**src/rtl/structures.sv**
```systemverilog
// Shared types for the issue stage.
//   instr_type_t : destination unit of an instruction. Its encoding doubles as the
//                  credit unit index (AL, BR, LS, RB, MD).
//   instr_name_t : opcode mnemonic. UNKNOWN (all zeros) marks an empty way or a bubble.
//   instr_info_t : one bundle way as carried on the instruction info bus.
//   credit_w()   : width of a credit counter that must hold 0..depth.
//   unit_mask()  : the set of credit units one valid instruction consumes.
package structures;

    localparam int INFO_XLEN  = 32;
    localparam int UNIT_COUNT = 5;

    typedef enum logic [2:0] {
        AL = 3'd0,
        BR = 3'd1,
        LS = 3'd2,
        RB = 3'd3,
        MD = 3'd4
    } instr_type_t;

    typedef enum logic [3:0] {
        UNKNOWN = 4'd0,
        ADD     = 4'd1,
        SUB     = 4'd2,
        BEQ     = 4'd3,
        BNE     = 4'd4,
        LW      = 4'd5,
        SW      = 4'd6,
        MUL     = 4'd7,
        DIV     = 4'd8
    } instr_name_t;

    typedef struct packed {
        logic [INFO_XLEN-1:0] address;
        logic [INFO_XLEN-1:0] immediate;
        instr_name_t          instr_name;
        instr_type_t          instr_type;
        logic [4:0]           rd;
        logic [4:0]           rs1;
        logic [4:0]           rs2;
        logic [3:0]           flags;
    } instr_info_t;

    function automatic int credit_w(input int depth);
        return $clog2(depth + 1);
    endfunction

    // Every valid instruction takes one slot in its own unit plus one ROB entry.
    function automatic logic [UNIT_COUNT-1:0] unit_mask(input instr_type_t t);
        logic [UNIT_COUNT-1:0] m;
        m = '0;
        for (int u = 0; u < UNIT_COUNT; u++) begin
            if (t == instr_type_t'(u)) begin
                m[u] = 1'b1;
            end
        end
        m[int'(RB)] = 1'b1;
        return m;
    endfunction

endpackage

```
**src/rtl/credit_counter.sv**
```systemverilog
// Free-slot counter for one destination unit.
//   clock  : rising-edge clock
//   reset  : synchronous, active-high; loads DEPTH
//   reload : synchronous reload to DEPTH (flush); inc/dec ignored that cycle
//   inc    : slots released by the unit this cycle
//   dec    : slots consumed by issue this cycle
//   count  : current free slots, 0..DEPTH
module credit_counter
    import structures::*;
#(
    parameter int DEPTH = 8,
    parameter int IN_W  = 2
) (
    input  logic                       clock,
    input  logic                       reset,
    input  logic                       reload,
    input  logic [IN_W-1:0]            inc,
    input  logic [IN_W-1:0]            dec,
    output logic [credit_w(DEPTH)-1:0] count
);

    localparam int W  = credit_w(DEPTH);
    // Two guard bits so an underflow wraps to a value above DEPTH and trips the check.
    localparam int NW = ((W > IN_W) ? W : IN_W) + 2;

    logic [NW-1:0] nxt;

    assign nxt = NW'(count) + NW'(inc) - NW'(dec);

    always_ff @(posedge clock) begin
        if (reset || reload) begin
            count <= W'(DEPTH);
        end else begin
            count <= nxt[W-1:0];
        end
    end

    // Credit accounting is exact: issue never overdraws and units never over-release.
    always_ff @(posedge clock) begin
        if (!reset && !reload) begin
            assert (nxt <= NW'(DEPTH));
        end
    end

endmodule

```
**src/rtl/issue_ctrl.sv**
```systemverilog
// Credit-based N-way issue stage between the resolver and the reservation
// stations / reorder buffer. Issues the longest in-order prefix of a bundle that
// fits the free slots, holds and replays the unissued tail while stalling upstream.
//   clock          : rising-edge clock
//   reset          : synchronous, active-high (priority over flush)
//   flush          : pipeline flush; drops hold and current bundle, restores credits
//   instr_info_in  : incoming bundle, way 0 oldest, UNKNOWN = empty way
//   instr_info_out : registered issued ways in their original slot, UNKNOWN = bubble
//   unit_release   : slots freed this cycle per unit (AL, BR, LS, RB, MD)
//   stop           : registered; upstream must hold instr_info_in stable
module issue_ctrl
    import structures::*;
#(
    parameter int XLEN     = 32,
    parameter int WAYS     = 2,
    parameter int AL_DEPTH = 8,
    parameter int BR_DEPTH = 4,
    parameter int LS_DEPTH = 8,
    parameter int MD_DEPTH = 4,
    parameter int RB_DEPTH = 32
) (
    input  logic                      clock,
    input  logic                      reset,
    input  logic                      flush,
    input  instr_info_t               instr_info_in  [WAYS],
    output instr_info_t               instr_info_out [WAYS],
    input  logic [credit_w(WAYS)-1:0] unit_release   [UNIT_COUNT],
    output logic                      stop
);

    localparam int IN_W  = credit_w(WAYS);
    localparam int CMP_W = 16;
    localparam int DEPTHS [UNIT_COUNT] = '{AL_DEPTH, BR_DEPTH, LS_DEPTH, RB_DEPTH, MD_DEPTH};

    if (XLEN != INFO_XLEN || WAYS < 1 || WAYS > 4) begin : g_param_check
        $error("issue_ctrl: XLEN must match the bus width and WAYS must be 1..4");
    end

    instr_info_t           hold   [WAYS];
    instr_info_t           cand   [WAYS];
    logic [CMP_W-1:0]      credit [UNIT_COUNT];
    logic [IN_W-1:0]       used   [UNIT_COUNT];
    logic [UNIT_COUNT-1:0] demand [WAYS];
    logic [WAYS-1:0]       valid;
    logic [WAYS-1:0]       blocks;
    logic [WAYS-1:0]       issue;
    logic                  hold_any;
    logic                  remaining;

    // The held tail always wins; a fresh bundle is only looked at once stop has dropped.
    always_comb begin
        hold_any = 1'b0;
        for (int k = 0; k < WAYS; k++) begin
            if (hold[k].instr_name != UNKNOWN) begin
                hold_any = 1'b1;
            end
        end
        for (int k = 0; k < WAYS; k++) begin
            if (hold_any) begin
                cand[k] = hold[k];
            end else if (stop) begin
                cand[k] = '0;
            end else begin
                cand[k] = instr_info_in[k];
            end
        end
    end

    // Per way: cumulative demand of ways 0..k against current credits. A valid way
    // that does not fit blocks itself and everything younger; empty ways are transparent.
    for (genvar k = 0; k < WAYS; k++) begin : g_way
        localparam logic [WAYS-1:0] OLDER = WAYS'((1 << k) - 1);

        logic [CMP_W-1:0] cum [UNIT_COUNT];
        logic             fit_k;

        assign valid[k]  = (cand[k].instr_name != UNKNOWN);
        assign demand[k] = valid[k] ? unit_mask(cand[k].instr_type) : '0;

        always_comb begin
            fit_k = 1'b1;
            for (int u = 0; u < UNIT_COUNT; u++) begin
                cum[u] = '0;
                for (int j = 0; j <= k; j++) begin
                    cum[u] = cum[u] + CMP_W'(demand[j][u]);
                end
                if (cum[u] > credit[u]) begin
                    fit_k = 1'b0;
                end
            end
        end

        assign blocks[k] = valid[k] & ~fit_k;
        assign issue[k]  = valid[k] & fit_k & ~|(blocks & OLDER);
    end

    always_comb begin
        for (int u = 0; u < UNIT_COUNT; u++) begin
            used[u] = '0;
            for (int k = 0; k < WAYS; k++) begin
                if (issue[k] && demand[k][u]) begin
                    used[u] = used[u] + IN_W'(1);
                end
            end
        end
    end

    assign remaining = |(valid & ~issue);

    for (genvar u = 0; u < UNIT_COUNT; u++) begin : g_unit
        logic [credit_w(DEPTHS[u])-1:0] count;

        credit_counter #(
            .DEPTH (DEPTHS[u]),
            .IN_W  (IN_W)
        ) u_credit (
            .clock  (clock),
            .reset  (reset),
            .reload (flush),
            .inc    (unit_release[u]),
            .dec    (used[u]),
            .count  (count)
        );

        assign credit[u] = CMP_W'(count);
    end

    always_ff @(posedge clock) begin
        if (reset || flush) begin
            for (int k = 0; k < WAYS; k++) begin
                instr_info_out[k] <= '0;
                hold[k]           <= '0;
            end
            stop <= 1'b0;
        end else begin
            for (int k = 0; k < WAYS; k++) begin
                instr_info_out[k] <= issue[k] ? cand[k] : '0;
                hold[k]           <= (valid[k] && !issue[k]) ? cand[k] : '0;
            end
            stop <= remaining;
        end
    end

endmodule

```
**config.mk**
```make
export PLATFORM = sky130hd
export DESIGN_NAME = issue_ctrl
export DESIGN_NICKNAME = d
export VERILOG_FILES = /design/src/rtl/structures.sv /design/src/rtl/credit_counter.sv /design/src/rtl/issue_ctrl.sv
export SDC_FILE = /design/constraint.sdc
export NUM_CORES = 1
export LEC_CHECK = 0
export BUFFER_PORTS_ARGS = -buffer_cell sky130_fd_sc_hd__buf_4
export CORE_ASPECT_RATIO = 1.4
export CORE_MARGIN = 2
export CORE_UTILIZATION = 47
export DETAILED_ROUTE_END_ITERATION = 16
export GPL_ROUTABILITY_DRIVEN = 0
export GPL_TIMING_DRIVEN = 0
export PLACE_DENSITY = 0.73
export SYNTH_ARGS = -nofsm -noshare
export SYNTH_HDL_FRONTEND = slang
export SYNTH_HIERARCHICAL = 1
export SYNTH_SLANG_ARGS = --single-unit
```
**constraint.sdc**
```tcl
create_clock -name clock -period 4.7 [get_ports clock]
set_clock_uncertainty 0.15 [all_clocks]
set_input_delay 0.705 -clock clock [delete_from_list [all_inputs] [get_ports clock]]
set_output_delay 0.705 -clock clock [all_outputs]
set_load 0.05 [all_outputs]
```
; ---- Word-level counts from Yosys, hierarchy flattened
; Memories as Yosys holds them, arrays and structs flattened.
; Cells that the tools add are included.
; W data, S select, Z words.
[totals]
reg_bits = 201
mem_bits_rw = 180
output_inout_bits = 181
n_memories = 1
[classes]
add_sub_neg = 20
magnitude_cmp = 10
eq_ne = 6
mux = 43
bitwise = 11
reduce_logical = 25
[memory_table]
columns = memory, words, width, rd, rd_clocked_by_memory_dff, wr, line
row1 = hold, 2, 90, 2, 0, 2, issue_ctrl.sv:39  ; instr_info_t hold [WAYS];
[op_table]
columns = operator, count
row1 = $mux W90, 8
row2 = $mux W1, 28
row3 = $reduce_bool A4 Y1, 4
row4 = $logic_and A1 B1 Y1, 12
row5 = $add A1 B1 Y2, 5
row6 = $add A2 B1 Y2 const B, 5
row7 = $mux W2, 5
row8 = $mux W5, 2
row9 = $add A4 B2 Y4, 2
row10 = $gt A1 B4 Y1, 2
row11 = $gt A2 B4 Y1, 2
row12 = $sub A4 B2 Y4, 2
row13 = $add A3 B2 Y3, 2
row14 = $add A6 B2 Y6, 1
row15 = $eq A3 B1 Y1 const B, 2
row16 = $eq A3 B2 Y1 const B, 2
row17 = $eq A3 B3 Y1 const B, 2
row18 = $gt A1 B3 Y1, 2
row19 = $gt A1 B6 Y1, 1
row20 = $gt A2 B3 Y1, 2
row21 = $gt A2 B6 Y1, 1
row22 = $logic_not A3 Y1, 2
row23 = $reduce_or A2 Y1, 3
row24 = $sub A3 B2 Y3, 2
row25 = other kinds (8), 16

; ---- Longest topological paths before layout
; An unclocked memory read counts as a cell.
[depth]
depth_word = 22
mapped_depth = 24
mapped_depth_nobuf = 22

; ---- Cells and area by module
; Netlist, hierarchy kept.
[modules_own_cells]
columns = mod, instances, cells_per_inst, area_each_um2, seq_area_each_um2
row1 = issue_ctrl, 1, 1301, 12199.2, 7226.9
row2 = credit_counter at g_unit[0].u_credit ..., 2, 29, 274.0, 80.1
row3 = credit_counter at g_unit[3].u_credit, 1, 44, 409.1, 120.1
row4 = credit_counter at g_unit[1].u_credit ..., 2, 15, 183.9, 60.1

; ---- Least setup slack after synthesis
; No wires, ideal clock.
[synth_path]
path_kind = input to register
start = input port instr_info_in[25] (netlist bit)
end = register g_unit[3].u_credit.count[4]
arrival_time_ps = 4826
path_slack_ps = -392
path_stages = 21
path_buffers = 0
path_cell_list = or4_1 -> o211ai_4 -> o32ai_1 -> nand2_1 -> inv_1 -> ha_1 -> inv_1 -> ha_1 -> a211oi_1 -> o21ai_0 -> and4_1 -> nand3_1 -> a21oi_1 -> ha_1 -> fa_1 -> inv_1 -> fa_1 -> a21o_1 -> a21oi_2 -> xor2_1 -> nor3_2
[synth_rtl]
columns = element, line
row1 = from (decl), issue_ctrl.sv:25  ; input instr_info_t instr_info_in [WAYS],
row2 = to (signal assigned), credit_counter.sv:32  ; count <= W'(DEPTH);
row3 = to (signal assigned), credit_counter.sv:34  ; count <= nxt[W-1:0];
row4 = to (decl), credit_counter.sv:19  ; output logic [credit_w(DEPTH)-1:0] count

==> results by stage <==
Status:
- The run finished, with violations left.
- The checks that failed: setup timing.

Timing:
- The final critical-path setup slack is -0.0882 ns.
- The total count of max-transition violations in the final report is 0.
- Of the available clock period, the critical path in the final layout requires 1.02.
- Setup violations remaining at the end of the flow were counted as 6.
- At the pin with the least slew margin, the transition time is between 0.7 and 0.8 ns.
- Static timing analysis puts the maximum clock frequency at between 200 and 250 MHz.
- Setup repair after global routing could not meet its margin everywhere.
- For the finished layout, the period the worst path requires is around 4.8 ns.
- The headroom to the max-slew limit is 0.519.
- The number of hold violations in the final report came to 0.

Global routing:
- The pin count of the biggest net entering global routing is 20.
- The initial antenna violation count was 2.
- Across every metal layer, demand over resource in global routing totals 0.257.
- The via count of the first global-routing pass is between 10,000 and 15,000.
- The remaining global-route overflow is 0.
- The global-route wire length before repair is between 60,000 and 70,000 µm.

Flow run:
- The tool flagged a number of max-cap violations equal to 0.

Synthesis:
- The post-synthesis cell type count is 47.
- A synthesized cell averages around 9.4 µm².
- The number of nets in the synthesized netlist is ~1,700.
- For this run, the number of Yosys warnings is 6.
- The number of standard cells after synthesis is ~1,400.
- In the synthesized netlist the async set-or-reset flop fraction comes to 0.
- Among all flip-flop cells after synthesis, the most frequent one is dfxtp_1.
- Yosys attributes the largest share of cell area to dfxtp_1, nor2_1, nor3b_1.
- In this run, synthesis inferred 0 flip-flops with an integrated enable.
- The top-area cell type share of the netlist area is 0.564.
- Of all cell types, the one taking the most synthesized area is dfxtp_1.
- In this run the cell area of the synthesized design comes to between 0.01 and 0.015 mm².
- The share of the Yosys chip area taken by registers is 0.564.
- The register bit total from synthesis is about 380.

Worst hold path:
- The cell depth of the worst min-delay path is 3.
- The type of the most critical hold path is primary input to flop.
- The path with the worst hold slack has its endpoint at hold[0][22]$_SDFF_PP0_.
- The startpoint of the lowest-slack hold path is instr_info_in[112].

Place:
- During placement, the flow inserted port buffers numbering roughly 370.
- The placed wire-length estimate is just under 30,000 µm.

Die:
- The floorplan has 73 rows.
- The placeable core region is 0.0284 mm².
- The width of the die is approximately 150 µm.
- The die area is ~0.030 mm².
- The number of placed I/O pins is ~370.
- The effective utilization at floorplan is 0.476.
- Measured along the y axis, the die boundary spans roughly 200 µm.

Route:
- The total DRC errors in the routed layout is 0.
- The post-detailed-route via-to-cell ratio is 5.16.
- The violation count after the first detailed-route iteration is around 520.
- For this run, the detailed router's first-pass iteration total came to 5.
- The number of nets with antenna violations after routing is 0.
- The routed design has 40,600 µm of wire.
- The final route contains roughly 12,000 vias.
- After detailed routing, the average wire length per cell comes to around 18 µm.

Setup path:
- The required time at the worst-slack endpoint is ~5.0 ns.
- The worst register-to-register path begins at hold[0][113]$_SDFF_PP0_.
- The endpoint kind of the worst setup timing path is a flop.
- The worst register-to-register path has a depth of 20.
- Of all nets on the critical path, the largest fanout is 5.
- The setup slack on the worst flop-to-flop path is -0.09 ns.
- The endpoint identified for the worst register-to-register timing path is g_unit[1].u_credit/count[2]$_SDFF_PP1_.
- The setup path with the least slack is of type flop to flop.
- The category of the worst setup path launch point is a flop.
- At the worst endpoint, the arrival time is approximately 5.0 ns.

Cells and area:
- The area taken by multi-input logic gates is between 0.005 and 0.006 mm².
- The number of fill cells is 2,269.
- The final layout net count is 2,107.
- Summing all flip-flop and latch instances after layout gives between 0.007 and 0.008 mm².
- The share of cells above drive strength 1 is 0.295.
- The share of the core filled with cells is 0.658.
- The post-synthesis to final-layout area growth is 38.2%.

CTS:
- TritonCTS created 36 clock buffers.
- The clock net in this run drives a total of roughly 380 sinks.
- The TritonCTS clock tree is done.
- The number of H-tree branching levels is 2.
- The latest clock arrival within the worst-skew pair is 0.53 ns.
- The cell at the root of the clock tree is clkbuf_16.
- The clock transition at the registers of the reported paths is ~0.07 ns.
- In this run the deepest clock path goes through 3 buffers.
==> worst max-delay path, stage by stage, from the launching register on <==
cell	delay (ns)
dfxtp_4	0.36
nor4_4	0.38
nand2_2	0.15
buf_12	0.15
nor3_4	0.30
a21oi_2	0.13
inv_1	0.08
ha_1	0.19
ha_4	0.21
nor2b_1	0.13
o21ai_1	0.19
and4_4	0.27
nand3_4	0.12
nor3_4	0.21
ha_1	0.27
ha_4	0.27
inv_2	0.03
ha_4	0.15
fa_2	0.38
xnor3_1	0.17
or3_1	0.35
==> logic make-up after synthesis <==
logic type | Yosys count | synth area share
AO/OA/AOI/OAI | 220 | 0.0904
XOR/XNOR | 10 | 0.00851
adder cells (fa/ha/maj) | 53 | 0.0546
flip-flops | 381 | 0.564
AND/OR/NAND/NOR | 620 | 0.235
buffers and inverters | 149 | 0.0477
==> timing repair <==
action / in CTS / in global routing
resized for setup: 46 / 51
endpoints found under the setup margin: 110 / 13
buffers inserted: 10 / 8
pin swaps: 21 / 40
hold buffers: 0 / 0
==> metal layers <==
metal	share of wire	vias up	global-route usage	wire length, µm
met2	0.51	407	0.458	20700
li1	-	5608	-	-
met4	0.050	2	0.123	2030
met1	0.37	5547	0.294	15200
met5	0.00042	-	0	17
met3	0.067	115	0.0519	2740
==> synth_stat cells, drive strengths merged, types with 6 or more instances <==
library cell	instances
nor2b	6
o21ai	7
nor2	373
a21oi	188
clkbuf	73
fa	10
buf	22
nand3	8
and2	8
nor3b	172
ha	43
nand2	9
dfxtp	381
inv	54
nor3	11
nor4	9
==> per-stage QoR <==
step	hold WS [ns]	area, µm²	cells	setup slack (ns)	TNS, ns
finish	0.312	18700	2263	-0.0882	-0.256
global route	0.311	18700	2262	-0.255	-1.50
CTS	0.293	18400	2253	-0.0379	-0.0957
detailed placement	0.316	16800	2181	-1.08	-14.07
global placement	0.309	16800	2181	-0.956	-11.87
floorplan	0.301	13600	1433	-0.106	-0.230
==> how the worst max path moves through the flow <==
| stage | startpoint | to | slack, ns | depth (start not counted) |
|---|---|---|---|---|
| after floorplan | instr_info_in[25] | g_unit[1].u_credit/count[2]$_SDFF_PP1_ | -0.11 | 17 |
| after global placement | hold[0][22]$_SDFF_PP0_ | g_unit[1].u_credit/count[2]$_SDFF_PP1_ | -0.96 | 19 |
| after detailed placement | hold[0][22]$_SDFF_PP0_ | g_unit[1].u_credit/count[2]$_SDFF_PP1_ | -1.08 | 20 |
| after CTS | hold[0][24]$_SDFF_PP0_ | g_unit[1].u_credit/count[2]$_SDFF_PP1_ | -0.04 | 17 |
| after global routing | hold[0][113]$_SDFF_PP0_ | g_unit[3].u_credit/count[4]$_SDFF_PP0_ | -0.26 | 22 |
| final | hold[0][113]$_SDFF_PP0_ | g_unit[1].u_credit/count[2]$_SDFF_PP1_ | -0.09 | 20 |
==> cells in the final DEF (no fill, tap or decap), types with 11 or more instances in the layout <==
master,instances
nor2_1,372
inv_1,45
ha_4,16
ha_1,23
nor3b_1,172
buf_2,11
buf_6,12
a21oi_1,181
buf_4,390
clkbuf_1,72
clkbuf_16,37
dfxtp_1,378
==> registers in the layout, indices dropped and copies added (netlist names) <==
register,cells
g_unit.u_credit/count,20
hold,180
instr_info_out,180
stop,1
==> area by class of cell <==
type,count,share of cell area
Sequential cell,381,0.408
Multi-Input combinational cell,903,0.305
Timing Repair Buffer,391,0.157
Clock buffer,47,0.0548
Buffer,94,0.0254
Tap cell,375,0.0251
Clock inverter,16,0.0131
Inverter,54,0.0110
Antenna cell,2,0.000268
Power is not shown: default switching activity piles up to over one toggle a cycle in this logic, so the estimate is an artifact.
